===== src/rtl/seq_det_pkg.sv =====
// Shared types for the parametrised serial-pattern detector: FSM state
// encoding and the fill-counter width helper.
package seq_det_pkg;

    typedef enum logic [1:0] {
        FILL = 2'b00,
        HUNT = 2'b01,
        HIT  = 2'b10
    } state_e;

    // Bits needed to count 0..len received bits.
    function automatic int fill_width(input int len);
        return $clog2(len + 1);
    endfunction

endpackage


===== src/rtl/seq_detect_param.sv =====
// Moore serial-pattern detector with run-time reloadable pattern and a
// valid-strobed input. The match counter exists only when SEQ_DET_MATCH_CNT_EN is defined.
module seq_detect_param
    import seq_det_pkg::*;
#(
    parameter int           LEN     = 4,
    parameter logic [LEN-1:0] PATTERN = 4'b0011,
    parameter bit           OVERLAP = 1'b1,
    parameter int           CNT_W   = 8
) (
    input  logic             clk,
    input  logic             reset,
    input  logic             w,
    input  logic             w_valid,
    input  logic             pat_load,
    input  logic [LEN-1:0]   pat_in,
    output logic             out,
    output logic             busy_fill,
    output logic [CNT_W-1:0] match_count
);

    localparam int             FW        = fill_width(LEN);
    localparam logic [FW-1:0]  FILL_FULL = FW'(LEN);
    localparam logic [FW-1:0]  FILL_ONE  = FW'(1);
    localparam logic [FW-1:0]  FILL_ZERO = FW'(0);

    state_e          state_q, state_d;
    logic [LEN-1:0]  shreg_q, shreg_d;
    logic [LEN-1:0]  pat_q, pat_d;
    logic [FW-1:0]   fill_q, fill_d;
    logic            out_q, busy_q;

    logic [LEN-1:0]  sh_next_s;
    logic [FW-1:0]   fill_next_s;
    logic            accept_s;
    logic            match_s;

    // Candidate window after an accepted bit and the match decision on it.
    always_comb begin
        accept_s    = w_valid & ~pat_load;
        sh_next_s   = {shreg_q[LEN-2:0], w};
        fill_next_s = (fill_q == FILL_FULL) ? FILL_FULL : fill_q + FILL_ONE;
        match_s     = accept_s && (fill_next_s == FILL_FULL) && (sh_next_s == pat_q);
    end

    // Next-state logic: pattern reload has priority, then accepted bits.
    always_comb begin
        state_d = state_q;
        shreg_d = shreg_q;
        pat_d   = pat_q;
        fill_d  = fill_q;
        if (pat_load) begin
            pat_d   = pat_in;
            shreg_d = {LEN{1'b0}};
            fill_d  = FILL_ZERO;
            state_d = FILL;
        end else if (accept_s) begin
            if (match_s) begin
                state_d = HIT;
                // Without overlap the window restarts from an empty register.
                if (OVERLAP) begin
                    shreg_d = sh_next_s;
                    fill_d  = fill_next_s;
                end else begin
                    shreg_d = {LEN{1'b0}};
                    fill_d  = FILL_ZERO;
                end
            end else begin
                shreg_d = sh_next_s;
                fill_d  = fill_next_s;
                case (state_q)
                    FILL:    state_d = (fill_next_s == FILL_FULL) ? HUNT : FILL;
                    HUNT:    state_d = HUNT;
                    HIT:     state_d = OVERLAP ? HUNT : ((fill_next_s == FILL_FULL) ? HUNT : FILL);
                    default: state_d = FILL;
                endcase
            end
        end else begin
            state_d = state_q;
        end
    end

    // State, window and registered Moore outputs.
    always_ff @(posedge clk or negedge reset) begin
        if (!reset) begin
            state_q <= FILL;
            shreg_q <= {LEN{1'b0}};
            pat_q   <= PATTERN;
            fill_q  <= FILL_ZERO;
            out_q   <= 1'b0;
            busy_q  <= 1'b1;
        end else begin
            state_q <= state_d;
            shreg_q <= shreg_d;
            pat_q   <= pat_d;
            fill_q  <= fill_d;
            out_q   <= (state_d == HIT);
            busy_q  <= (fill_d != FILL_FULL);
        end
    end

    assign out       = out_q;
    assign busy_fill = busy_q;

`ifdef SEQ_DET_MATCH_CNT_EN
    localparam logic [CNT_W-1:0] CNT_MAX = {CNT_W{1'b1}};
    localparam logic [CNT_W-1:0] CNT_ONE = CNT_W'(1);

    logic [CNT_W-1:0] cnt_q, cnt_d;

    // Saturating count of edges entering or re-entering HIT.
    always_comb begin
        cnt_d = cnt_q;
        if (match_s && (cnt_q != CNT_MAX)) begin
            cnt_d = cnt_q + CNT_ONE;
        end else begin
            cnt_d = cnt_q;
        end
    end

    // Counter register; not cleared by a pattern reload.
    always_ff @(posedge clk or negedge reset) begin
        if (!reset) begin
            cnt_q <= {CNT_W{1'b0}};
        end else begin
            cnt_q <= cnt_d;
        end
    end

    assign match_count = cnt_q;
`else
    assign match_count = {CNT_W{1'b0}};
`endif

endmodule


===== config.mk =====
export PLATFORM = sky130hd
export DESIGN_NAME = seq_detect_param
export DESIGN_NICKNAME = d
export VERILOG_FILES = /design/src/rtl/seq_det_pkg.sv /design/src/rtl/seq_detect_param.sv
export SDC_FILE = /design/constraint.sdc
export NUM_CORES = 1
export LEC_CHECK = 0
export CORE_MARGIN = 2
export CORE_UTILIZATION = 45
export DETAILED_ROUTE_END_ITERATION = 8
export PLACE_DENSITY = 0.73
export SYNTH_ARGS = -nofsm -noshare
export SYNTH_HDL_FRONTEND = slang
export SYNTH_SLANG_ARGS = --single-unit

===== constraint.sdc =====
create_clock -name clk -period 2.7 [get_ports clk]
set_input_delay 0.27 -clock clk [delete_from_list [all_inputs] [get_ports clk]]
set_output_delay 0.27 -clock clk [all_outputs]
set_load 0.01 [all_outputs]

==> flow_summary.ini, run 1 <==
[clocking]
cts_buffers = 3
clk_pin_slew_ns = 0.08
clk_latency_ns = 0.28
cts.path.max_buffers = 2
htree_levels = 1
holdBufCountCts = 0
cts_tree = built
cts_root_buffer = clkbuf_4
clock_sinks = 14
cts_resized = 0
cts_setup_buffers = 0

[die]
num_io_pins = 19
core_sq_mm = 0.00169
die_area_sq_mm = 0.00209
die_w_um = 45.7
die_h_um = 45.7
initial_core_util = 0.464
num_rows = 15

[timing]
fin_crit_ns = 1.59
fin_crit_sh = 0.590
setup_violations = 0
skew_ns = 0.000567
tns_ns = 0
worstMarginPinSlew_ns = 0.591
drv_slew = 0
finalHoldViolCount = 0
rsz0062_at_grt = false
fmax_ghz = 0.627
slew_headroom = 0.605

[outcome]
status = complete, no violations

[critical_path]
required_ns = 2.43
cp_slowest_cell = dfstp_2
crit_path_start_kind = flip-flop
critical_path.max_fanout = 1
crit_type = flip-flop to output pin
crit_family = flip-flops
cp.arrival_ns = 1.32
worst_setup_path_end_kind = output pin
path_buf_inv = 1
max_stage_delay_ns = 0.52
path_cells = clkdlybuf4s50_1

[power_and_ir_drop]
switchingPower_uw = 106
peakVddDrop_v = 0.000251
clkPwrFrac = 0.341
leakage_uw = 0.000411
share_comb_of_total_power = 0.136
p_sw_frac = 0.241
p_per_area_mw_per_mm2 = 492
p_int_uw = 333
seqPwrFrac = 0.523

[drt]
dr.first_iter.drc_count = 1
drtPass1Iterations = 4
wl_met3_um = 57
met1_length_um = 550
detail-route-antenna-nets = 0
drc = 0
top_layer = met4
dr_wl_met2_um = 564
vias = 506
wirelength_um = 1180
via_per_inst = 5.16
wl_per_cell_um = 12.0

[global_route]
grt_usage = 0.135
grt_antenna_before_repair = 0
gr-total-overflow = 0
grt_pass1_wl_um = 1950
grt_pass1_vias = 475
grt_start_max_net_pins = 15

[synthesis]
yosysSeqAreaShare = 0.452
ys_warn_count = 0
synth_seq_cells = 14
syn-cell-area_sq_um = 783
yosys.cell_types.count = 26
syn_inst = 70
syn_avg_cell_area_sq_um = 11.2

[hold_path]
hp-class = input port to asynchronous set/reset pin

[cells_and_area]
mostFrequentLayoutCells = 11 x dfrtp_1, 10 x clkdlybuf4s50_1, 8 x conb_1
final_common_cell = dfrtp_1
antennaDiodeCount = 0
area_growth_pct = 13.7
utilization = 0.527
num-nets-final = 95
drive_above_1_share = 0.160

[placed_design]
gp_congestion = 0.729
io_buffers = 10
hpwlAfterDp_um = 864

[run]
maxCapViolCount = 0
[through the flow]
stage | hold slack [ns] | total power [uW] | instance area (sq um) | std cells | setup slack (ns)
floorplan | -0.0256 | 280 | 810 | 77 | 1.22
detailed placement | 0.519 | 294 | 855 | 94 | 0.890
global placement | 0.516 | 292 | 855 | 94 | 0.940
finish | 0.360 | 439 | 891 | 98 | 1.11
global route | 0.402 | 464 | 891 | 98 | 1.05
CTS | 0.372 | 447 | 891 | 98 | 1.08
[flip-flops by register name (all words and copies together) (netlist names)]
signal and cells:
pat_q 4, fill_q 3, shreg_q 3, state_q 2, busy_fill 1, out 1
[path summary, 6_finish.rpt]
check                      startpoint         end  slack, ns  depth (start not counted)
max                         busy_fill   busy_fill       1.11                          1
min                             reset  state_q[1]       0.36                          1
max reg2reg                 fill_q[0]  state_q[0]       1.12                          5
min reg2reg                  pat_q[3]    pat_q[3]       0.54                          1
max in group asynchronous       reset  shreg_q[2]       1.96                          1
min in group clk             pat_q[3]    pat_q[3]       0.54                          1
[final cells by class]
cell class                      instances  area, sq um
Fill cell                             153          798
Inverter                                4         15.0
Sequential cell                        14          354
Tap cell                               17         21.3
Clock buffer                            4         36.3
Multi-Input combinational cell         49          364
Timing Repair Buffer                   10          100
[synth_stat cells]
cell	number	area, sq um
ha_1	4	50.1
xnor2_1	1	8.76
dfstp_2	3	78.8
or3b_1	1	8.76
a21o_1	1	7.51
nand3_1	2	10.0
xor2_1	4	35.0
a21oi_1	3	15.0
o31ai_4	1	21.3
buf_4	8	60.1
dfrtp_1	11	275
nand2b_1	4	25.0
inv_1	4	15.0
mux2_2	4	45.0
nor4_1	1	6.26
buf_2	1	5.00
a32o_1	1	10.0
nor3_2	1	10.0
o32ai_1	1	8.76
o22ai_1	1	6.26
and4b_1	1	10.0
nand2_1	2	7.51
nor2_1	5	18.8
buf_6	1	11.3
conb_1	1	3.75
mux2i_1	3	30.0
[power by group through the flow]
stage / sequential, uW / clock (uW) / combinational, uW
3_3_place_gp: 233 / 0 / 58.5
5_1_grt: 231 / 167 / 66.2
2_1_floorplan: 232 / 0 / 47.8
3_5_place_dp: 234 / 0 / 60.1
6_report: 229 / 150 / 59.5
4_1_cts: 229 / 158 / 60.3
[layer usage]
| metal | up-vias | GRT usage |
|---|---|---|
| met5 | - | 0 |
| met4 | 0 | 0.0857 |
| met3 | 2 | 0.0357 |
| met2 | 16 | 0.194 |
| met1 | 243 | 0.179 |
| li1 | 245 | - |
[cells by family after synthesis]
logic type | after synthesis | share of synthesized area
simple gates | 17 | 0.123
flops | 14 | 0.452
buf+inv | 14 | 0.117
compound gates | 8 | 0.0879
mux | 7 | 0.0958
xor+xnor | 5 | 0.0559
fa+ha+maj | 4 | 0.0639
other cells | 1 | 0.00479
Note: power is estimated with default switching activity, not from simulation.
==> run 2: changes to the inputs <==
CORE_UTILIZATION = 42   (was 45)
PLACE_DENSITY = 0.71   (was 0.73)
clock period = 1.3 ns   (was 2.7 ns; I/O delays follow)
==> run 2 against run 1 <==
Non-clock buffer count is 12 higher. Count of clock-buffer cells in the layout did not move. Combinational power increased to 2.9 times the previous value. Critical endpoint is now state_q[0]. Core utilization up 6.4 points. Cell area grew 16%. Via count is 10% higher. Sequential cell count unchanged. Clock power increased by 71%. The flow now finishes with violations (negative setup slack). Final cell count increased by 20%. Setup slack lost 1.2 ns. Wire length up 22%.
==> flow_summary.ini, run 2 (same netlist as run 1, synthesis figures left out) <==
[cells_and_area]
fillCellCount = 158
antennaDiodeCount = 0
utilization = 0.591
area_growth_pct = 31.8
drive_above_1_share = 0.376
reg_top3 = pat_q (4), fill_q (3), shreg_q (3)
final_common_cell = buf_4
top_register = pat_q
mostFrequentLayoutCells = 12 x buf_4, 11 x dfrtp_1, 8 x conb_1, 8 x clkdlybuf4s50_1, 5 x nor2_1
largest_reg_flops = 4
num-nets-final = 107
final-instance-count-excl-fill = 118

[clocking]
clk_latency_ns = 0.28
cts_buffers = 3
cts_root_buffer = clkbuf_4
holdBufCountCts = 0
clock_sinks = 14
cts.path.max_buffers = 2
htree_levels = 1
cts_tree = built
cts_setup_buffers = 0
clk_pin_slew_ns = 0.08

[global_route]
grt_pass1_vias = 592
grt_pass1_wl_um = 2280
grt_start_max_net_pins = 15
grt_antenna_before_repair = 0
gr-total-overflow = 0
grt_usage = 0.151

[timing]
fin_crit_ns = 1.43
fin_crit_sh = 1.10
skew_ns = 0.00564
whs_ns = 0.147
worst_slack_ns = -0.125
setup_violations = 3
drv_slew = 0
finalHoldViolCount = 0
rsz0062_at_grt = true
fmax_ghz = 0.702

[power_and_ir_drop]
share_comb_of_total_power = 0.193
seqPwrFrac = 0.525
p_per_area_mw_per_mm2 = 881
p_int_uw = 674
peakVddDrop_v = 0.000585
switchingPower_uw = 235
p_sw_frac = 0.259
power_uw = 909
leakage_uw = 0.000487
clkPwrFrac = 0.282

[critical_path]
required_ns = 1.47
cp.arrival_ns = 1.59
r2r_end = state_q[0]
critical_path.max_fanout = 3
critPathLaunch = fill_q[1]
r2r_start = fill_q[1]
worst_setup_path_end_kind = flip-flop
r2r_slack_ns = -0.13
crit_end = state_q[0]
r2r_cells = 5
cp_slowest_cell = dfrtp_1
crit_type = flip-flop to flip-flop
crit_path_start_kind = flip-flop
max_stage_delay_ns = 0.41
path_cells = ha_2 -> xnor2_2 -> o31ai_4 -> a21o_1 -> a32o_1

[outcome]
status = complete, but fails checks
failed_checks = negative setup slack

[drt]
met1_length_um = 573
dr.first_iter.drc_count = 5
drc = 0
dr_wl_met2_um = 800
vias = 558
via_per_inst = 4.73
wl_per_cell_um = 12.2
wirelength_um = 1440
wl_met3_um = 49
detail-route-antenna-nets = 0
top_layer = met4
drtPass1Iterations = 4

[die]
initial_core_util = 0.449
num_io_pins = 19
die_h_um = 47.2
die_w_um = 47.2
core_sq_mm = 0.00175
num_rows = 15
die_area_sq_mm = 0.00223

[placed_design]
dpl.cell_count = 114
hpwlAfterDp_um = 1100
io_buffers = 10
gp_congestion = 0.776
dpl_worst_slack_ns = -0.169

[hold_path]
hp-class = input port to asynchronous set/reset pin

[run]
maxCapViolCount = 0
## run 2: routing by layer
layer,track usage,vias to the layer above
met2,0.274,19
met1,0.166,267
li1,-,270
met3,0.0231,2
met5,0,-
met4,0.0833,0
## run 2: final cells by class
class | instances | area, sq um | area share
clock buffers | 4 | 26.3 | 0.0255
inverters | 4 | 15.0 | 0.0145
multi-input cells | 49 | 414 | 0.401
flip-flops and latches | 14 | 354 | 0.343
well taps | 25 | 31.3 | 0.0303
repair buffers | 22 | 191 | 0.185
## run 2: power by group through the flow
stage          clock [uW]  combinational, uW  sequential [uW]
2_1_floorplan           0                107              483
3_3_place_gp            0                159              484
3_5_place_dp            0                165              486
4_1_cts               269                167              478
5_1_grt               289                193              480
6_report              256                175              478
## run 2: worst max-delay path, delay by kind of cell, from the launching register on
family	cells	cell delay, ns
compound gates	3	0.49
xor+xnor	1	0.19
fa+ha+maj	1	0.22
flops	1	0.41
## run 2: worst min path at each step
stage,slack [ns],to,from
finish,0.15,shreg_q[1],reset
global route,0.16,shreg_q[1],reset
CTS,0.15,shreg_q[1],reset
detailed placement,0.46,shreg_q[0],reset
global placement,0.45,shreg_q[1],reset
floorplan,-0.17,fill_q[0],reset
## run 2: stage by stage
| stage | setup TNS (ns) | cell area, sq um |
|---|---|---|
| final | -0.267 | 1030 |
| after global routing | -0.500 | 1030 |
| after CTS | -0.310 | 1010 |
| after detailed placement | -0.377 | 977 |
| after global placement | -0.447 | 977 |
| after floorplan | -0.0940 | 832 |
## run 2: timing repair
item / in CTS / in global routing
gates resized for setup: 3 / 6
endpoints found under the setup margin: 5 / 7
pin swaps: 2 / 0
==> run 3: changes to the inputs <==
RECOVER_POWER = 25   (was default)
==> run 3 against run 2 <==
First-iteration DRC count is the same. Via count did not move. Clock skew unchanged. Clock power about the same. The run still ends with negative setup slack left. Hold slack gained 0.27 ns. Sequential power is essentially flat. Sequential cell count did not move. Critical path depth unchanged. Sequential share of layout area is 0.13 points higher. Setup slack is the same. Register-to-register slack about the same.
==> flow_summary.ini, run 3 (same netlist as run 1, synthesis figures left out) <==
[cells_and_area]
reg_top3 = pat_q (4), fill_q (3), shreg_q (3)
antennaDiodeCount = 0
multiInputGateArea_sq_um = 414
seqCellArea_sq_um = 354
drive_above_1_share = 0.366
num-nets-final = 107
area_growth_pct = 31.3
largest_reg_flops = 4
fillCellCount = 157
mostFrequentLayoutCells = 11 x dfrtp_1, 11 x buf_4, 8 x conb_1
top_register = pat_q

[outcome]
failed_checks = negative setup slack
status = complete, but fails checks

[timing]
skew_ns = 0.00564
fin_crit_ns = 1.43
fin_crit_sh = 1.10
slew_headroom = 0.498
worst_slack_ns = -0.125
drv_slew = 0
finalHoldViolCount = 0
rsz0062_at_grt = true
fmax_ghz = 0.702
worstMarginPinSlew_ns = 0.753
setup_violations = 3
tns_ns = -0.267

[drt]
wirelength_um = 1440
drtPass1Iterations = 4
dr.first_iter.drc_count = 5
detail-route-antenna-nets = 0
wl_per_cell_um = 12.2
vias = 558
via_per_inst = 4.73
drc = 0

[critical_path]
crit_end = state_q[0]
crit_type = flip-flop to flip-flop
r2r_end = state_q[0]
cp_slowest_cell = dfrtp_1
r2r_slack_ns = -0.13
critical_path.max_fanout = 3
r2r_start = fill_q[1]
crit_path_start_kind = flip-flop
max_stage_delay_ns = 0.41
r2r_cells = 5
required_ns = 1.47
critPathLaunch = fill_q[1]
cp.arrival_ns = 1.59
worst_setup_path_end_kind = flip-flop
path_cells = ha_2 -> xnor2_2 -> o31ai_4 -> a21o_1 -> a32o_1

[clocking]
cts_tree = built
cts_buffers = 3
clk_pin_slew_ns = 0.08
cts_root_buffer = clkbuf_4
cts.path.max_buffers = 2
clock_sinks = 14
clk_latency_ns = 0.28
htree_levels = 1
cts_setup_buffers = 0

[global_route]
gr-total-overflow = 0
grt_antenna_before_repair = 0
grt_pass1_wl_um = 2280
grt_pass1_vias = 592
grt_start_max_net_pins = 15
grt_usage = 0.151

[power_and_ir_drop]
leakage_uw = 0.000484
peakVddDrop_v = 0.000579
p_per_area_mw_per_mm2 = 882

[die]
core_sq_mm = 0.00175
die_w_um = 47.2
die_h_um = 47.2
die_area_sq_mm = 0.00223
num_io_pins = 19
initial_core_util = 0.449
num_rows = 15

[placed_design]
gp_congestion = 0.776
io_buffers = 10
hpwlAfterDp_um = 1100
dpl_worst_slack_ns = -0.169

[hold_path]
hp-class = input port to asynchronous set/reset pin

[run]
maxCapViolCount = 0
==> run 3: layout make-up <==
type                    count  area share
clock buffers               4      0.0255
inverters                   4      0.0146
multi-input cells          49       0.403
flip-flops and latches     14       0.344
repair buffers             22       0.182
well taps                  25      0.0304
==> run 3: routing by layer <==
layer / vias to the layer above / wire, um / track usage
met5: - / 0 / 0
met4: 0 / 18 / 0.0833
met3: 2 / 49 / 0.0231
met2: 19 / 800 / 0.274
met1: 267 / 575 / 0.166
li1: 270 / - / -
==> run 3: repair_timing <==
item / CTS / global route
hold buffers: 0 / 0
gates resized for setup: 3 / 6
pin swaps: 2 / 0
endpoints found under the setup margin: 5 / 7
==> run 3: worst min path at each step <==
| stage | endpoint | slack (ns) | cells past startpoint |
|---|---|---|---|
| floorplan | fill_q[0] | -0.17 | 0 |
| global placement | shreg_q[1] | 0.45 | 2 |
| detailed placement | shreg_q[0] | 0.46 | 2 |
| CTS | shreg_q[1] | 0.15 | 2 |
| global route | pat_q[2] | 0.47 | 2 |
| finish | shreg_q[1] | 0.42 | 2 |
==> run 3: where the power goes <==
group	switching [uW]	internal, uW	total, uW	leakage (uW)
logic	82.0	91.5	173	0.000290
clock network	137	119	256	0.0000150
registers	16.0	461	477	0.000178
==> run 3: metrics by stage <==
step / power [uW] / std cells / instance area (sq um) / hold WS, ns / util
floorplan: 589 / 77 / 832 / -0.166 / -
global placement: 643 / 114 / 977 / 0.453 / 0.560
detailed placement: 651 / 114 / 977 / 0.455 / 0.560
CTS: 914 / 118 / 1010 / 0.145 / 0.580
global route: 960 / 118 / 1030 / 0.467 / 0.589
finish: 907 / 118 / 1030 / 0.420 / 0.589
==> run 3: critical path: cells and delay by family (launching register included) <==
family	cells	cell delay (ns)
AOI/OAI and AO/OA	3	0.49
adders and majority gates	1	0.22
xor gates and xnor gates	1	0.19
DFF	1	0.41
